===== src/rtl/tow_game_if.sv =====
// Tug-of-war controller bus: player/prescaler inputs and display-side outputs.
// master drives the inputs (board logic / bench), slave is the controller.
interface tow_game_if #(
  parameter int POS_MAX = 8,
  parameter int POS_W   = 4,
  parameter int CNT_W   = 2
);
  logic             tick;
  logic             btn_l;
  logic             btn_r;
  logic             start;
  logic [POS_W-1:0] pos;
  logic [POS_MAX:0] led;
  logic [CNT_W-1:0] count;
  logic             playing;
  logic             win_l;
  logic             win_r;

  modport master (
    output tick, btn_l, btn_r, start,
    input  pos, led, count, playing, win_l, win_r
  );

  modport slave (
    input  tick, btn_l, btn_r, start,
    output pos, led, count, playing, win_l, win_r
  );
endinterface


===== src/rtl/tow_game_ctrl.sv =====
// Tug-of-war round sequencer: IDLE -> COUNTDOWN -> PLAY -> WIN.
// Button presses are edge-detected, latched as pending until the next tick,
// and resolved into a one-step rope move (ties cancel).
// Optional macro FALSE_START_EN: a press during the countdown is a false start
// and hands the round to the other player (both at once returns to IDLE).
module tow_game_ctrl #(
  parameter int POS_MAX     = 8,
  parameter int POS_W       = 4,
  parameter int START_TICKS = 3,
  parameter int CNT_W       = 2
) (
  input  logic           clk,
  input  logic           rst,
  tow_game_if.slave      bus
);

  localparam logic [POS_W-1:0] CENTRE    = POS_W'(POS_MAX / 2);
  localparam logic [POS_W-1:0] POS_LAST  = POS_W'(POS_MAX);
  localparam logic [CNT_W-1:0] START_CNT = CNT_W'(START_TICKS);

  typedef enum logic [1:0] {IDLE, COUNTDOWN, PLAY, WIN} state_t;

  state_t           state;
  logic [POS_W-1:0] pos_q, pos_nxt;
  logic [CNT_W-1:0] cnt_q;
  logic             playing_q, win_l_q, win_r_q;
  logic             pend_l, pend_r, prev_l, prev_r;
  logic             press_l, press_r, eff_l, eff_r;
  logic             fs_l, fs_r;

  assign press_l = bus.btn_l & ~prev_l;
  assign press_r = bus.btn_r & ~prev_r;
  // a press landing on the tick cycle still counts toward that tick
  assign eff_l   = pend_l | press_l;
  assign eff_r   = pend_r | press_r;

`ifdef FALSE_START_EN
  assign fs_l = press_l;
  assign fs_r = press_r;
`else
  assign fs_l = 1'b0;
  assign fs_r = 1'b0;
`endif

  // candidate position for this tick; bounds are caught before any overshoot
  always_comb begin
    pos_nxt = pos_q;
    if (eff_l & ~eff_r)      pos_nxt = pos_q - 1'b1;
    else if (eff_r & ~eff_l) pos_nxt = pos_q + 1'b1;
  end

  // round FSM with registered outputs, pending flags and button edge history
  always_ff @(posedge clk or posedge rst) begin
    if (rst) begin
      state     <= IDLE;
      pos_q     <= CENTRE;
      cnt_q     <= '0;
      playing_q <= 1'b0;
      win_l_q   <= 1'b0;
      win_r_q   <= 1'b0;
      pend_l    <= 1'b0;
      pend_r    <= 1'b0;
      prev_l    <= 1'b0;
      prev_r    <= 1'b0;
    end else begin
      prev_l <= bus.btn_l;
      prev_r <= bus.btn_r;
      case (state)
        IDLE: begin
          if (bus.start) begin
            state <= COUNTDOWN;
            cnt_q <= START_CNT;
          end
        end
        COUNTDOWN: begin
          if (fs_l | fs_r) begin
            cnt_q <= '0;
            if (fs_l & fs_r) begin
              state <= IDLE;
            end else begin
              state   <= WIN;
              win_l_q <= fs_r;
              win_r_q <= fs_l;
              pos_q   <= fs_l ? POS_LAST : '0;
            end
          end else if (bus.tick) begin
            cnt_q <= cnt_q - 1'b1;
            if (cnt_q == CNT_W'(1)) begin
              state     <= PLAY;
              playing_q <= 1'b1;
            end
          end
        end
        PLAY: begin
          if (bus.tick) begin
            pend_l <= 1'b0;
            pend_r <= 1'b0;
            pos_q  <= pos_nxt;
            if (pos_nxt == '0) begin
              state     <= WIN;
              playing_q <= 1'b0;
              win_l_q   <= 1'b1;
            end else if (pos_nxt == POS_LAST) begin
              state     <= WIN;
              playing_q <= 1'b0;
              win_r_q   <= 1'b1;
            end
          end else begin
            pend_l <= eff_l;
            pend_r <= eff_r;
          end
        end
        WIN: begin
          if (bus.start) begin
            state   <= COUNTDOWN;
            cnt_q   <= START_CNT;
            pos_q   <= CENTRE;
            win_l_q <= 1'b0;
            win_r_q <= 1'b0;
          end
        end
        default: state <= IDLE;
      endcase
    end
  end

  assign bus.pos     = pos_q;
  assign bus.led     = (POS_MAX+1)'(1) << pos_q;
  assign bus.count   = cnt_q;
  assign bus.playing = playing_q;
  assign bus.win_l   = win_l_q;
  assign bus.win_r   = win_r_q;

endmodule


===== src/flat_wrapper.sv =====
// flat-port wrapper written by rule: the top's interface ports become plain ports
module tow_game_ctrl_flat 
#(
  parameter int POS_MAX     = 8,
  parameter int POS_W       = 4,
  parameter int START_TICKS = 3,
  parameter int CNT_W       = 2
)
  (clk, rst, bus_tick, bus_btn_l, bus_btn_r, bus_start, bus_pos, bus_led, bus_count, bus_playing, bus_win_l, bus_win_r);
  tow_game_if #(.POS_MAX(POS_MAX), .POS_W(POS_W), .CNT_W(CNT_W)) bus_i ();
  input  logic clk;
  input  logic rst;
  input wire logic [$bits(bus_i.tick)-1:0] bus_tick;
  input wire logic [$bits(bus_i.btn_l)-1:0] bus_btn_l;
  input wire logic [$bits(bus_i.btn_r)-1:0] bus_btn_r;
  input wire logic [$bits(bus_i.start)-1:0] bus_start;
  output wire logic [$bits(bus_i.pos)-1:0] bus_pos;
  output wire logic [$bits(bus_i.led)-1:0] bus_led;
  output wire logic [$bits(bus_i.count)-1:0] bus_count;
  output wire logic [$bits(bus_i.playing)-1:0] bus_playing;
  output wire logic [$bits(bus_i.win_l)-1:0] bus_win_l;
  output wire logic [$bits(bus_i.win_r)-1:0] bus_win_r;
  assign bus_i.tick = bus_tick;
  assign bus_i.btn_l = bus_btn_l;
  assign bus_i.btn_r = bus_btn_r;
  assign bus_i.start = bus_start;
  assign bus_pos = bus_i.pos;
  assign bus_led = bus_i.led;
  assign bus_count = bus_i.count;
  assign bus_playing = bus_i.playing;
  assign bus_win_l = bus_i.win_l;
  assign bus_win_r = bus_i.win_r;
  tow_game_ctrl #(.POS_MAX(POS_MAX), .POS_W(POS_W), .START_TICKS(START_TICKS), .CNT_W(CNT_W)) u_core (.clk(clk), .rst(rst), .bus(bus_i));
endmodule

===== config.mk =====
export PLATFORM = sky130hd
export DESIGN_NAME = tow_game_ctrl_flat
export DESIGN_NICKNAME = d
export VERILOG_FILES = /design/src/rtl/tow_game_if.sv /design/src/rtl/tow_game_ctrl.sv /design/src/flat_wrapper.sv
export SDC_FILE = /design/constraint.sdc
export NUM_CORES = 1
export LEC_CHECK = 0
export ABC_AREA = 0
export CAP_MARGIN = 20
export CELL_PAD_IN_SITES_DETAIL_PLACEMENT = 1
export CELL_PAD_IN_SITES_GLOBAL_PLACEMENT = 1
export CORE_MARGIN = 10
export CORE_UTILIZATION = 40
export DETAILED_ROUTE_END_ITERATION = 16
export HOLD_SLACK_MARGIN = 0.02
export PLACE_DENSITY = 0.82
export SLEW_MARGIN = 20
export SYNTH_ARGS = -nofsm -noshare
export SYNTH_HDL_FRONTEND = slang
export SYNTH_SLANG_ARGS = --single-unit

===== constraint.sdc =====
create_clock -name clk -period 4.8 [get_ports clk]
set_input_delay 0.72 -clock clk [delete_from_list [all_inputs] [get_ports clk]]
set_output_delay 0.72 -clock clk [all_outputs]
set_load 0.1 [all_outputs]

; Word level (Yosys, flattened, before mapping)
; Index checks and enable logic that the tools add are counted.
[word_totals]
elab_cells = 81
out_inout_bits = 18
inputBits = 6
regBits = 15
[op_classes]
bitwise_logic = 10
add_sub_neg = 3
reduce_logical = 12
n_mux = 31
n_eq_ne = 14
shift = 1
[op_table]
columns = op, count
row1 = 2-to-1 mux 2 bit, 8
row2 = 2-to-1 mux 4 bit, 4
row3 = AND reduction 5 bit, 3
row4 = 2-to-1 mux 1 bit, 13
row5 = left shift 1 x 4 -> 9 bit (first input constant), 1
row6 = inequality test 2 x 1 -> 1 bit (second input constant), 4
row7 = inequality test 2 bit (second input constant), 4
row8 = one-hot mux 4 bit (2 select lines), 1
row9 = one-hot mux 1 bit (2 select lines), 3
row10 = one-hot mux 2 bit (3 select lines), 1
row11 = AND reduction 3 bit, 2
row12 = nonzero test 2 bit, 3
row13 = adder 4 x 1 -> 4 bit (second input constant), 1
row14 = AND 1 bit, 4
row15 = == test 2 x 1 -> 1 bit (second input constant), 2
row16 = == test 2 bit (second input constant), 2
row17 = == test 4 bit (second input constant), 1
row18 = zero test 4 bit, 1
row19 = inverter 1 bit, 4
row20 = one-hot mux 2 bit (2 select lines), 1
row21 = AND reduction 4 bit, 1
row22 = subtractor 4 x 1 -> 4 bit (second input constant), 1
row23 = inequality test 3 x 1 -> 1 bit (second input constant), 1
row24 = zero test 2 bit, 1
row25 = 3 further kinds, 4

; Logic depth before layout (Yosys ltp)
; Gate-level depths: netlist of the first run.
[depth]
depth_word = 12
depth_mapped = 8
depth_no_buf = 7

; Worst setup path before layout of the first run
; No wires, ideal clock.
[synth_path]
path_kind = register to output
start = reg u_core.pos_q[1], in the netlist u_core.bus.pos[1]
end = out bus_led[7]
t_arrival_ps = 2801
setup_slack_ps = 1279
required_ps = 4080
path_stages_with_launch = 4
path_buffers = 0
cell_sequence = dfrtp_1 > ha_1 > ha_1 > nor2b_1
[synth_via]
elab_chain_len = 1
[synth_rtl]
columns = element, line
row1 = start: declaration, tow_game_ctrl.sv:24  ; logic [POS_W-1:0] pos_q, pos_nxt;
row2 = start signal: assignment, tow_game_ctrl.sv:84  ; pos_q <= fs_l ? POS_LAST : '0;
row3 = start signal: assignment, tow_game_ctrl.sv:98  ; pos_q <= pos_nxt;
row4 = left shift 1 x 4 -> 9 bit, tow_game_ctrl.sv:128  ; assign bus.led = (POS_MAX+1)'(1) << pos_q;
row5 = end: declaration, flat_wrapper.sv:18  ; output wire logic [$bits(bus_i.led)-1:0] bus_led;
; No other way between the ends.

; Worst setup path after layout of the first run
[layout_path]
start = reg u_core.pos_q[2], in the netlist u_core.bus.pos[2]
end = out bus_led[6]
; Same word-level chain as after synthesis.

==> results of run 1 <==
-- layer usage --
metal / global-route usage / wire length (microns) / vias up
met5: 0 / 0 / -
met4: 0.0258 / 26 / 0
met3: 0.0313 / 185 / 4
met2: 0.200 / 1380 / 24
met1: 0.121 / 1080 / 451
li1: - / - / 461
-- Yosys cell counts --
| cell type | n |
|---|---|
| a211o_4 | 1 |
| a211oi_4 | 1 |
| a21o_1 | 1 |
| a21oi_1 | 8 |
| a221o_1 | 1 |
| a31oi_1 | 2 |
| and2_1 | 6 |
| and3_1 | 1 |
| clkbuf_1 | 1 |
| dfrtp_1 | 14 |
| dfstp_2 | 1 |
| ha_1 | 12 |
| inv_1 | 9 |
| mux2_2 | 3 |
| mux2i_1 | 4 |
| nand2_1 | 10 |
| nand2b_1 | 1 |
| nand2b_4 | 1 |
| nand3_1 | 6 |
| nor2_1 | 6 |
| nor2b_1 | 4 |
| nor2b_2 | 1 |
| nor3b_1 | 1 |
| o211ai_1 | 2 |
| o21ai_0 | 10 |
| o22a_1 | 3 |
| o22ai_1 | 1 |
| o311ai_0 | 1 |
| o32a_1 | 1 |
| or2_2 | 1 |
| or3_1 | 1 |
| xnor2_1 | 1 |
-- cells by family (layout without fill, tap and decap cells) --
logic type,after synthesis,count (layout),synth area share
AND/OR/NAND/NOR,39,39,0.193
multiplexers,7,7,0.0684
flip-flops,15,15,0.349
adder cells (fa/ha/maj),12,12,0.139
buffers and inverters,10,36,0.0348
XOR/XNOR,1,1,0.00812
AO/OA/AOI/OAI,32,32,0.208
-- final cells by class --
cell class,count,area [sq um],area share
Clock buffer,4,26.3,0.0192
Multi-Input combinational cell,91,664,0.485
Timing Repair Buffer,23,230,0.168
Sequential cell,15,377,0.275
Inverter,9,33.8,0.0247
Tap cell,30,37.5,0.0274
-- how the worst max path moves through the flow --
stage / startpoint / endpoint / slack (ns) / cells past startpoint
after detailed placement: bus_btn_l / u_core.state[1] / 1.76 / 7
after CTS: u_core.bus.pos[2] / bus_led[4] / 1.59 / 4
after floorplan: u_core.bus.pos[1] / bus_led[7] / 1.28 / 3
final: u_core.bus.pos[2] / bus_led[6] / 1.61 / 4
after global routing: u_core.bus.pos[2] / bus_led[6] / 1.48 / 4
after global placement: bus_btn_l / u_core.state[0] / 1.87 / 7
-- through the flow --
step                      utilization  worst slack (ns)  hold WS [ns]
after floorplan                     -              1.28         0.531
after global placement          0.532              1.87         0.514
after detailed placement        0.532              1.76         0.514
after CTS                       0.543              1.59         0.536
after global routing            0.543              1.48         0.567
final                           0.543              1.61         0.536
-- worst max-delay path, delay by kind of cell, from the launching register on --
kind	cells	cell delay [ns]
buf+inv	2	1.27
flops	1	0.60
simple gates	2	0.31
==> metrics, run 1 <==
status=finished clean; Clock Sinks=15; Seq/Total Area, Yosys=0.349; antenna cells=0; Clk pin slew, worst setup/hold paths=0.09 ns; max frequency=313 MHz; Yosys reg bits=15; CP endpoint kind=output port; largest cells by area after synthesis=dfrtp_1 (32%), ha_1 (14%), o21ai_0 (4.6%); top cell type's share of synthesized area=0.325; final number of hold-violating endpoints=0; Worst path slowest cell=clkdlybuf4s50_1; critical-path cell list=inv_1 > nor2_1 > and2_1 > clkdlybuf4s50_1; reg2reg start=u_core.bus.pos[0]; required time of the critical path=4.08 ns; die height=71.9 microns; synth-to-layout area growth=26.9%; Net Count, Synth=134; clk_lat worst skew=0.28 ns; CTS Buf Count=3; setup TNS=0 ns; CTS Root Buffer Type=clkbuf_4; Die W=71.9 microns; vias in the first global route=1027; Starting Density=0.428; Crit Path Category=flop to output port; CORE AREA=2520 sq um; RSZ-0062 raised after global routing=no; post-synth cell types=32; Max Cap Viol=0; Gate Count Post-Synth=116; initial antenna violation count=0; I/O Pins=24; Clock Skew=0.00114 ns; Post-Route WL=2670 microns; Wirelength per Cell=15.5 microns; Worst Path Max Fanout=7; Post-route DRC=0; kind of start point of the critical path=flop; first-pass GRT wire length=4800 microns; share of layout cells above drive strength 1=0.0845; grt ovf=0; cell taking the most area after synthesis=dfrtp_1; fin area=1370 sq um; internal reg-to-reg setup slack=2.42 ns; R2R depth=7; Min-Delay Path Depth=2; HP Class=flop to flop; port bufs=23; Placed Cells incl. Taps=168; mapped cell area=1080 sq um; largest net degree at the start of global routing=16; max incr delay on CP=1.13 ns; RePlAce Congestion=0.916; H-tree depth=1; most common cell after layout, fill and taps aside=clkdlybuf4s50_1; 1st-iter DRT viols=37; Vias=940; DIE AREA=5170 sq um; Clock Tree Buf Depth=2; antenna viol nets, final=0; fill count=318; Post-CTS Resized=0; Final period util=0.665; YS warnings=0; critical path arrival=2.47 ns; RR Endpoint=u_core.state[1]; max reg flops=4; via density per instance=5.47; highest-count cells in the layout ignoring fill and taps=clkdlybuf4s50_1 (23), dfrtp_1 (14), ha_1 (12); Post-CTS Setup Bufs=0; total track usage=0.109; fin. max-slew vios=0; CTS tree=built; Cell Rows=18; Detail Placement HPWL=2190 microns; Hold EP=u_core.bus.win_r; Setup violations, final=0; Least-Margin Pin Slew=0.991 ns; Finished Layout Cells=172; Max transition margin=0.337; minimum clock period=3.19 ns; CTS Hold Buffers Added=0; Nets=161; placed inst area=1340 sq um; Mean Syn Cell Area=9.30 sq um; HP Start=u_core.bus.win_r; Initial DRT Pass Iterations=4
Power of run 1 is not shown: default switching activity piles up to over one toggle a cycle in this logic, so the estimate is an artifact.
==> run 2: changes to the inputs <==
--- a/config.mk
+++ b/config.mk
@@ -10,10 +10,10 @@
 export CELL_PAD_IN_SITES_DETAIL_PLACEMENT = 1
 export CELL_PAD_IN_SITES_GLOBAL_PLACEMENT = 1
 export CORE_MARGIN = 10
-export CORE_UTILIZATION = 40
+export CORE_UTILIZATION = 34
 export DETAILED_ROUTE_END_ITERATION = 16
 export HOLD_SLACK_MARGIN = 0.02
-export PLACE_DENSITY = 0.82
+export PLACE_DENSITY = 0.74
 export SLEW_MARGIN = 20
 export SYNTH_ARGS = -nofsm -noshare
 export SYNTH_HDL_FRONTEND = slang
==> constraint.sdc (replaced) <==
create_clock -name clk -period 2.9 [get_ports clk]
set_input_delay 0.435 -clock clk [delete_from_list [all_inputs] [get_ports clk]]
set_output_delay 0.435 -clock clk [all_outputs]
set_load 0.1 [all_outputs]
==> run 2 against run 1 <==
  * Die area up 13%
  * Sequential share of layout area rose by 0.46 points
  * Largest cell class unchanged
  * Count of clock-buffer cells in the layout did not move
  * Design area fell by 1.6%
  * Core utilization fell by 10 points
==> metrics, run 2 (synthesized netlist as in run 1, its figures left out) <==
antenna cells=0 (unchanged); status=finished clean; Post-route DRC=0 (unchanged); Clk pin slew, worst setup/hold paths=0.09 ns (about the same); critical path arrival=2.66 ns (+0.19 ns); Post-Route WL=2760 microns (+3.4%); Starting Density=0.353 (-0.0743); vias in the first global route=1021 (-0.58%); H-tree depth=1 (unchanged); most common cell after layout, fill and taps aside=buf_4; final number of hold-violating endpoints=0 (unchanged); Die W=76.3 microns (+6.1%); Post-CTS Resized=0 (unchanged); Cell Rows=20 (+2); clk_lat worst skew=0.28 ns (about the same); fill count=373 (+17%); CTS Hold Buffers Added=0 (unchanged); Clock Sinks=15 (unchanged); Finished Layout Cells=186 (+8.1%); max reg flops=4 (unchanged); 1st-iter DRT viols=17 (-54%); initial antenna violation count=0 (unchanged); via density per instance=5.01 (-8.3%); CTS tree=built; largest net degree at the start of global routing=16 (unchanged); share of layout cells above drive strength 1=0.225 (+0.141); Crit path max-delay family=compound AO/OA/AOI/OAI gates; Worst Path Max Fanout=7 (unchanged); port bufs=23 (unchanged); Post-CTS Setup Bufs=0 (unchanged); Final period util=0.848; HP Class=primary input to async pin; synth-to-layout area growth=24.8%; Least-Margin Pin Slew=0.601 ns (-0.390 ns); Wirelength per Cell=14.8 microns (-4.4%); setup TNS=0 ns (unchanged); Max Cap Viol=0 (unchanged); kind of start point of the critical path=primary input; DIE AREA=5820 sq um (+13%); RePlAce Congestion=0.765 (-17%); Setup violations, final=0 (unchanged); max frequency=407 MHz; Clock Tree Buf Depth=2 (unchanged); Clock Skew=0.00185 ns (+0.000711 ns); max incr delay on CP=0.47 ns (-0.66 ns); minimum clock period=2.46 ns; Final Util=0.441 (-0.102); CORE AREA=3050 sq um (+21%); first-pass GRT wire length=4700 microns (-2.2%); CP endpoint kind=flop; CTS Root Buffer Type=clkbuf_4; fin. max-slew vios=0 (unchanged); grt ovf=0 (unchanged); highest-count cells in the layout ignoring fill and taps=buf_4 (18), dfrtp_1 (14), ha_1 (12); Crit Path Category=primary input to flop; CTS Buf Count=3 (unchanged); I/O Pins=24 (unchanged); required time of the critical path=3.11 ns (-0.97 ns); Placed Cells incl. Taps=182 (+8.3%); antenna viol nets, final=0 (unchanged); Detail Placement HPWL=2260 microns (+3.1%); die height=76.3 microns (+6.1%); Nets=161 (unchanged); RSZ-0062 raised after global routing=no; Max transition margin=0.594 (+0.257); critical-path cell list=clkdlybuf4s50_1 > nor2b_2 > o211ai_1 > mux2_2 > a221o_1 > a211oi_4 > mux2i_1; Initial DRT Pass Iterations=4 (unchanged); Vias=932 (-0.85%); total track usage=0.0957 (-0.0136); Worst path slowest cell=clkdlybuf4s50_1; WP buf/inv=1 (-1)
## run 2: path summary, 6_finish.rpt
kind                                    startpoint                  end  slack [ns]  depth (start not counted)
max in group asynchronous                      rst        u_core.prev_l        2.00                          2
worst max register to register   u_core.bus.pos[2]     u_core.bus.win_l        0.45                          6
worst max-delay path                     bus_btn_l      u_core.state[1]        0.44                          7
worst min-delay path                           rst  u_core.bus.count[1]        0.51                          2
min in group clk                u_core.bus.playing   u_core.bus.playing        0.52                          1
worst min register to register  u_core.bus.playing   u_core.bus.playing        0.52                          1
## run 2: cell type report
type / count / area [sq um] / area share
clock buffer: 4 / 26.3 / 0.0195
inverter: 9 / 33.8 / 0.0251
multi-input combinational: 91 / 669 / 0.497
sequential: 15 / 377 / 0.280
tap: 44 / 55.1 / 0.0409
timing repair buffer: 23 / 185 / 0.138
## run 2: metal layers
layer / track usage / share of wire / routed length, microns
met2: 0.173 / 0.51 / 1420
met3: 0.0177 / 0.030 / 83
met5: 0 / 0 / 0
met4: 0.0297 / 0.013 / 36
met1: 0.111 / 0.44 / 1220
## run 2: stage by stage
| step | instance area, sq um | hold slack [ns] | setup WS, ns |
|---|---|---|---|
| final | 1350 | 0.513 | 0.442 |
| after global routing | 1350 | 0.547 | 0.283 |
| after CTS | 1350 | 0.533 | 0.418 |
| after detailed placement | 1320 | 0.511 | 0.135 |
| after global placement | 1320 | 0.513 | 0.245 |
| after floorplan | 1080 | 0.336 | 0.00681 |
Power of run 2 is left out for the same reason.
